$ cat config.mk
export PLATFORM = sky130hd
export DESIGN_NAME = pixel_clip_fifo
export DESIGN_NICKNAME = d
export VERILOG_FILES = /design/src/rtl/pixel_clip_fifo.sv
export SDC_FILE = /design/constraint.sdc
export NUM_CORES = 1
export LEC_CHECK = 0
export CORE_ASPECT_RATIO = 0.5
export CORE_MARGIN = 2
export CORE_UTILIZATION = 54
export CTS_BUF_LIST = sky130_fd_sc_hd__clkbuf_8 sky130_fd_sc_hd__clkbuf_16
export CTS_CLUSTER_DIAMETER = 40
export CTS_CLUSTER_SIZE = 25
export DETAILED_ROUTE_END_ITERATION = 10
export PLACE_DENSITY = 0.76
export SYNTH_ARGS = -nofsm -noshare
export SYNTH_HDL_FRONTEND = slang
export SYNTH_SLANG_ARGS = --single-unit
export TNS_END_PERCENT = 10
$ cat constraint.sdc
create_clock -name clk -period 2.88 [get_ports clk]
set_input_delay 0.432 -clock clk [delete_from_list [all_inputs] [get_ports clk]]
set_output_delay 0.432 -clock clk [all_outputs]
set_load 0.02 [all_outputs]
$ cat src/rtl/pixel_clip_fifo.sv
// Clips pixels from a circle drawer to the screen and buffers them for a VGA adapter.
// Optional macro PIXEL_CLIP_STATS_EN adds a saturating clip_count output.
module pixel_clip_fifo #(
    parameter int DEPTH = 8,
    parameter int X_MAX = 159,
    parameter int Y_MAX = 119
) (
    input  logic       clk,
    input  logic       rst_n,
    input  logic [7:0] in_x,
    input  logic [6:0] in_y,
    input  logic [2:0] in_colour,
    input  logic       in_plot,
    input  logic       in_done,
    input  logic       out_ready,
    output logic [7:0] out_x,
    output logic [6:0] out_y,
    output logic [2:0] out_colour,
    output logic       out_plot,
    output logic       out_done,
    output logic       overflow
`ifdef PIXEL_CLIP_STATS_EN
    ,
    output logic [15:0] clip_count
`endif
);

    localparam int PW = $clog2(DEPTH);
    localparam int CW = PW + 1;
    localparam logic [CW-1:0] FULL    = CW'(DEPTH);
    localparam logic [CW-1:0] CNT_ONE = CW'(1);
    localparam logic [PW-1:0] PTR_ONE = PW'(1);
    localparam logic [7:0]    X_LIM   = 8'(X_MAX);
    localparam logic [6:0]    Y_LIM   = 7'(Y_MAX);

    typedef enum logic [1:0] {IDLE, RUN, DRAIN, DONE} state_t;

    logic [17:0]   mem [DEPTH];
    logic [PW-1:0] rd_ptr, wr_ptr, rd_ptr_nxt;
    logic [CW-1:0] count, count_nxt;
    state_t        state, state_nxt;
    logic          in_range, accept, pop, full, push, drop, bypass;
    logic [17:0]   in_word, head_word;

    always_comb begin
        in_word    = {in_x, in_y, in_colour};
        in_range   = (in_x <= X_LIM) && (in_y <= Y_LIM);
        accept     = in_plot && in_range;
        pop        = out_plot && out_ready;
        full       = (count == FULL);
        push       = accept && (!full || pop);
        drop       = accept && full && !pop;
        rd_ptr_nxt = pop ? rd_ptr + PTR_ONE : rd_ptr;
        case ({push, pop})
            2'b10:   count_nxt = count + CNT_ONE;
            2'b01:   count_nxt = count - CNT_ONE;
            default: count_nxt = count;
        endcase
        // When the queue is empty after this cycle's pop, the new head is the pixel arriving now.
        bypass    = (count == '0) || ((count == CNT_ONE) && pop);
        head_word = bypass ? in_word : mem[rd_ptr_nxt];

        state_nxt = state;
        case (state)
            IDLE:    if (in_done) state_nxt = DRAIN;
                     else if (in_plot) state_nxt = RUN;
            RUN:     if (in_done) state_nxt = DRAIN;
            DRAIN:   if ((count == '0) && !push) state_nxt = DONE;
            DONE:    if (!in_done) state_nxt = IDLE;
                     else if (push) state_nxt = DRAIN;
            default: state_nxt = IDLE;
        endcase
    end

    always_ff @(posedge clk) begin
        if (!rst_n) begin
            rd_ptr     <= '0;
            wr_ptr     <= '0;
            count      <= '0;
            state      <= IDLE;
            out_plot   <= 1'b0;
            out_done   <= 1'b0;
            overflow   <= 1'b0;
            out_x      <= '0;
            out_y      <= '0;
            out_colour <= '0;
        end else begin
            rd_ptr   <= rd_ptr_nxt;
            if (push) wr_ptr <= wr_ptr + PTR_ONE;
            count    <= count_nxt;
            state    <= state_nxt;
            out_plot <= (count_nxt != '0);
            if (count_nxt != '0) {out_x, out_y, out_colour} <= head_word;
            out_done <= (state_nxt == DONE);
            if (drop) overflow <= 1'b1;
        end
    end

    // Storage carries no reset; pointers and count define what is valid.
    always_ff @(posedge clk) begin
        if (push) mem[wr_ptr] <= in_word;
    end

`ifdef PIXEL_CLIP_STATS_EN
    function automatic logic [15:0] sat_inc(input logic [15:0] v);
        return (v == 16'hFFFF) ? v : v + 16'd1;
    endfunction

    logic clipped, idle_to_run;
    assign clipped     = in_plot && !in_range;
    assign idle_to_run = (state == IDLE) && (state_nxt == RUN);

    always_ff @(posedge clk) begin
        if (!rst_n)
            clip_count <= '0;
        else if (idle_to_run)
            clip_count <= clipped ? 16'd1 : 16'd0;
        else if (clipped)
            clip_count <= sat_inc(clip_count);
    end
`endif

endmodule

# After elaboration in Yosys (flattened, before gate mapping)
# Memories as Yosys holds them, arrays and structs flattened.
# Cells that the tools add are included.
# W data, S select, Z words.
# op_classes
n_eq_ne,8
reduce_logical,16
muxes,12
addsub,4
n_lt_le_gt_ge,2
# op_table
operator,count
$mux W18,1
$mux W2,6
$eq A2 B2 Y1 const B,4
$le A8 B8 Y1 const B,1
$logic_and A1 B1 Y1,8
$pmux W2 S4,1
$pmux W4 S2,1
$le A7 B7 Y1 const B,1
$add A3 B1 Y3 const B,2
$add A4 B1 Y4 const B,1
$eq A2 B1 Y1 const B,2
$eq A4 B1 Y1 const B,1
$eq A4 B4 Y1 const B,1
$logic_not A4 Y1,1
$reduce_bool A4 Y1,1
$sub A4 B1 Y4 const B,1
$logic_not A1 Y1,3
$mux W3,1
$logic_not A2 Y1,1
$logic_or A1 B1 Y1,2
$mux W1,2
# totals
register_bits,33
input_bits,23
out_inout_bits,21
memories,1
word_cells,53
ram_bits,144
# mem_list
memory,words,word_bits,rd,rd_ports_with_merged_regs,wr,line_no,text
mem,8,18,1,0,1,38,logic [17:0] mem [DEPTH];

# Logic depth before layout (Yosys ltp)
# logic_depth
ltp_word,9
mapped_depth,15
depth_no_buf,13

# Least setup slack after synthesis
# OpenSTA, ideal clock, no wires.
# synth_timing
path_type,flip-flop to flip-flop
start,register count[0]
end,"memory mem[2][0], enable pin"
period_less_slack_ps,3187
t_required_ps,2460
setup_ps,420
path_stages_with_launch,9
arrival_time_ps,2767
slack_ps,-307
path_buffers,0
cell_sequence,dfxtp_1 inv_1 ha_1 nor2b_1 nand3_1 nand2b_1 inv_1 nand2b_1 nor3b_1
# synth_via
elab_chain_len,6
# synth_rtl
item,line_no,text
start: declaration,40,"logic [CW-1:0] count, count_nxt;"
start signal: assignment,90,count <= count_nxt;
$eq A4 B4 Y1,50,full = (count == FULL);
$logic_not A1 Y1,51,push = accept && (!full || pop);
$logic_or A1 B1 Y1,51,
$logic_and A1 B1 Y1,51,
via push,42,"logic in_range, accept, pop, full, push, drop, bypass;"
$mux W1,101,if (push) mem[wr_ptr] <= in_word;
$mux W1 (implied by the code),101,
end: declaration,38,
# The timed path passes the listed nets, and every way through them passes these cells.

# Worst setup path after layout
# layout_timing
start,register count[1]
end,register out_colour[2]
# layout_via
elab_chain_len,7
elab_cells_between_ends,15
cone_classes,add/sub: 2; eq/ne: 4; mux: 2; reduce/logical: 7
# layout_rtl
item,line_no,text
$eq A4 B4 Y1,50,
$logic_not A1 Y1,51,
$logic_or A1 B1 Y1,51,
$logic_and A1 B1 Y1,51,
$eq A2 B1 Y1 or $eq A2 B2 Y1 (tied branches),54,"case ({push, pop})"
$pmux W4 S2,54,
$reduce_bool A4 Y1,93,"if (count_nxt != '0) {out_x, out_y, out_colour} <= head_word;"
end signal: assignment,93,
end: declaration,18,"output logic [2:0] out_colour,"
# Several ways; a longest one is shown, not always the timed one.
# A chain may end at the register's enable or synchronous reset.

==> impl_metrics.yaml <==
run_status:
  status: "finished clean"
min_path:
  worstHoldPathType: "input port to flip-flop"
detailed_routing:
  vias: 7009
  drcViolationCount: 0
  wl_um: 24300
  avgRoutedWirePerCell_um: 23.1
  antenna_left: 0
  firstDrtPassIters: 7
  viasPerCell: 6.67
  first_iter_violations: 965
setup_path:
  crit_path_end: "out_colour[2]$_SDFFE_PN0P_"
  reg2reg_slack_ns: 0.02
  crit_fanout: 10
  r2r-end: "out_colour[2]$_SDFFE_PN0P_"
  endpoint_kind: "flip-flop"
  reg2regPathDepth: 15
  cp_data_required_time_ns: 3.18
  r2r-start: "count[1]$_SDFF_PN0_"
  crit_arrival_ns: 3.16
  start_kind: "flip-flop"
  crit_type: "flip-flop to flip-flop"
  crit_start: "count[1]$_SDFF_PN0_"
sta:
  tns_ns: 0
  finalHoldViolCount: 0
  holdWs_ns: 0.415
  fin_crit_sh_pct: 99.4
  worst_pin_slew_ns: 0.810
  period_minus_slack_ns: 2.86
  fin_skew_ns: 0.0190
  fmax_ghz: 0.349
  setup-violations-final: 0
  worst_slack_ns: 0.0169
  relSlewSlack_pct: 46.0
  finalMaxSlewViolations: 0
global_routing:
  grt_pass1_vias: 6737
  grt_pass1_wl_um: 37500
  gr-total-overflow: 0
  gr-usage-all-layers_pct: 29.7
  grt_antenna_before_repair: 0
  grt_max_degree: 84
power_and_ir_drop:
  power.density_nw_per_um2: 627
  pwr-share-comb_pct: 20.4
  pwr-share-clk_pct: 35.3
  vdd_ir_drop_max_uv: 421
  intPower_mw: 4.73
  switching_share_pct: 28.4
  seqPwrFrac_pct: 44.3
  leakagePower_nw: 3.79
  power_switching_mw: 1.87
placed_design:
  dp_hpwl_um: 13700
  place.port_buffers: 43
  pre_cts_slack_ns: -0.907
  gp_congestion: 0.881
  placed_cell_area_um2: 9580
synth:
  syn_area_um2: 8490
  yosys_warnings: 0
  ys_seq_elements: 177
  synth.distinct_cells: 46
  synth_edf_count: 144
  synth_async_sr_flop_share_pct: 0
  avgSynthCellArea_um2: 11.2
  synth_cells: 758
  synth_nets: 788
  synth_seq_area_share_pct: 58.7
  dominantRegCellSynth: "edfxtp_1"
clock_tree:
  cts_root_buf: "clkbuf_16"
  cts_made_buffers: 17
  htree_levels: 4
  cts_tree: "done"
  cts_buffer_depth: 2
  clk_pin_slew_ns: 0.07
  cts.sinks: 177
  clk_latency_ns: 0.43
floorplan:
  die_x_um: 181
  die_h_um: 92.7
  die_area_um2: 16800
  core_um2: 15400
  io_pins: 44
  rows: 32
  initial_core_util_pct: 55.2
finish:
  diodes: 0
  drive_gt1_share_pct: 19.1
  fin_area_um2: 10500
  syn_to_final_growth_pct: 24.1
  nNetsFinal: 865
  nFillCells: 1068
job:
  maxCapViolations: 0
[cell usage in the layout (no fill, tap or decap), drive strengths merged, types with 10 or more instances in the layout]
cell type      count
edfxtp           144
o21ai             95
buf               87
a21oi             38
or3               38
and3              37
o211ai            36
clkdlybuf4s50     36
dfxtp             33
inv               28
nor2              27
nor3              22
nand2b            20
o21bai            20
o31ai             20
a211o             19
o32ai             18
a211oi            18
a221oi            17
clkbuf            17
nand2             10
[sequential cells by signal, summed over array words and instances, names as in the netlist, 2 cells and up]
register / flops
out_y: 7
state: 2
rd_ptr: 3
out_x: 8
mem: 144
out_colour: 3
count: 4
wr_ptr: 3
[area by class of cell]
class | count | area (µm²) | area share (%)
Clock buffer | 17 | 425 | 4.04
Clock inverter | 14 | 158 | 1.50
Inverter | 23 | 88.8 | 0.843
Multi-Input combinational cell | 486 | 3320 | 31.5
Sequential cell | 177 | 4990 | 47.4
Tap cell | 204 | 255 | 2.42
Timing Repair Buffer | 130 | 1300 | 12.3
[stage by stage]
step / total power [mW] / instances / utilization (%)
finish: 6.61 / 1051 / 68.5
floorplan: 3.63 / 758 / -
detailed placement: 4.13 / 1005 / 62.3
global placement: 4.10 / 1005 / 62.3
CTS: 6.54 / 1049 / 68.1
global route: 6.79 / 1051 / 68.5
[metal layers]
layer	share of wire (%)	vias up	global-route usage (%)
met5	0	-	0
met4	2.2	0	10.3
met3	10	58	6.21
li1	-	3094	-
met2	47	471	48.3
met1	41	3386	40.1
[Yosys cell counts, types with 2 or more instances]
cell / instances / area share [%]
edfxtp_1: 144 / 51
o21ai_0: 91 / 5.4
clkbuf_1: 54 / 2.4
a21oi_1: 38 / 2.2
or3_1: 38 / 2.8
and3_1: 37 / 2.7
o211ai_1: 36 / 3.2
dfxtp_1: 33 / 7.8
nor2_1: 27 / 1.2
nor3_1: 22 / 1.3
inv_1: 21 / 0.93
nand2b_1: 20 / 1.5
o21bai_1: 20 / 1.8
o31ai_1: 20 / 1.8
a211o_1: 19 / 2.0
o32ai_1: 18 / 1.9
a211oi_1: 17 / 1.5
a221oi_1: 17 / 1.8
nand2_1: 10 / 0.44
buf_2: 9 / 0.53
nor2b_1: 9 / 0.66
ha_1: 7 / 1.0
and2_1: 5 / 0.37
buf_6: 5 / 0.66
nand3_1: 5 / 0.29
nor3b_1: 4 / 0.35
o21ai_1: 4 / 0.24
a21boi_0: 3 / 0.27
buf_1: 3 / 0.13
xor2_1: 3 / 0.31
inv_2: 2 / 0.088
mux2i_1: 2 / 0.24
o21a_1: 2 / 0.18
[cells by family (layout without fill, tap and decap cells)]
kind of cell | after synthesis | count (layout) | share of synthesized area (%)
fa+ha+maj | 7 | 7 | 1.03
flops | 177 | 177 | 58.7
compound gates | 293 | 293 | 22.9
buf+inv | 95 | 184 | 4.82
mux | 2 | 2 | 0.236
xor+xnor | 3 | 3 | 0.310
simple gates | 181 | 181 | 12.0
[critical path: stages, from the launching register on]
cell and delay (ns):
dfxtp_2 0.35, inv_2 0.06, ha_4 0.16, nor2b_4 0.13
nand3_4 0.10, nand2b_4 0.07, buf_4 0.14, ha_4 0.17
o31a_1 0.13, o21ai_2 0.23, o311ai_4 0.15, a211o_4 0.36
buf_12 0.14, buf_8 0.13, and3_1 0.16, a211o_1 0.26
[power groups by stage]
stage | clock network (mW) | logic, mW | registers (mW)
global placement | 0 | 1.12 | 2.98
detailed placement | 0 | 1.15 | 2.98
finish | 2.33 | 1.35 | 2.93
floorplan | 0 | 0.614 | 3.02
CTS | 2.33 | 1.29 | 2.92
global route | 2.43 | 1.43 | 2.93
[worst min path at each step]
stage | from | end | slack [ns] | depth (start not counted)
floorplan | wr_ptr[0]$_SDFFE_PN0P_ | wr_ptr[0]$_SDFFE_PN0P_ | 0.47 | 2
global placement | overflow$_SDFFE_PN0P_ | overflow$_SDFFE_PN0P_ | 0.45 | 1
detailed placement | overflow$_SDFFE_PN0P_ | overflow$_SDFFE_PN0P_ | 0.46 | 1
CTS | overflow$_SDFFE_PN0P_ | overflow$_SDFFE_PN0P_ | 0.47 | 1
global route | in_x[7] | mem[4][17]$_DFFE_PP_ | 0.43 | 2
finish | in_x[7] | mem[0][17]$_DFFE_PP_ | 0.41 | 2
[what timing repair did]
action                     CTS  global route
gates cloned                 4             0
buffers inserted            11             3
hold buffers                 0             0
pin swaps                   14             9
gates resized for setup     39            14
setup endpoints to repair   18            18
Power figures use the tool's default switching activity.
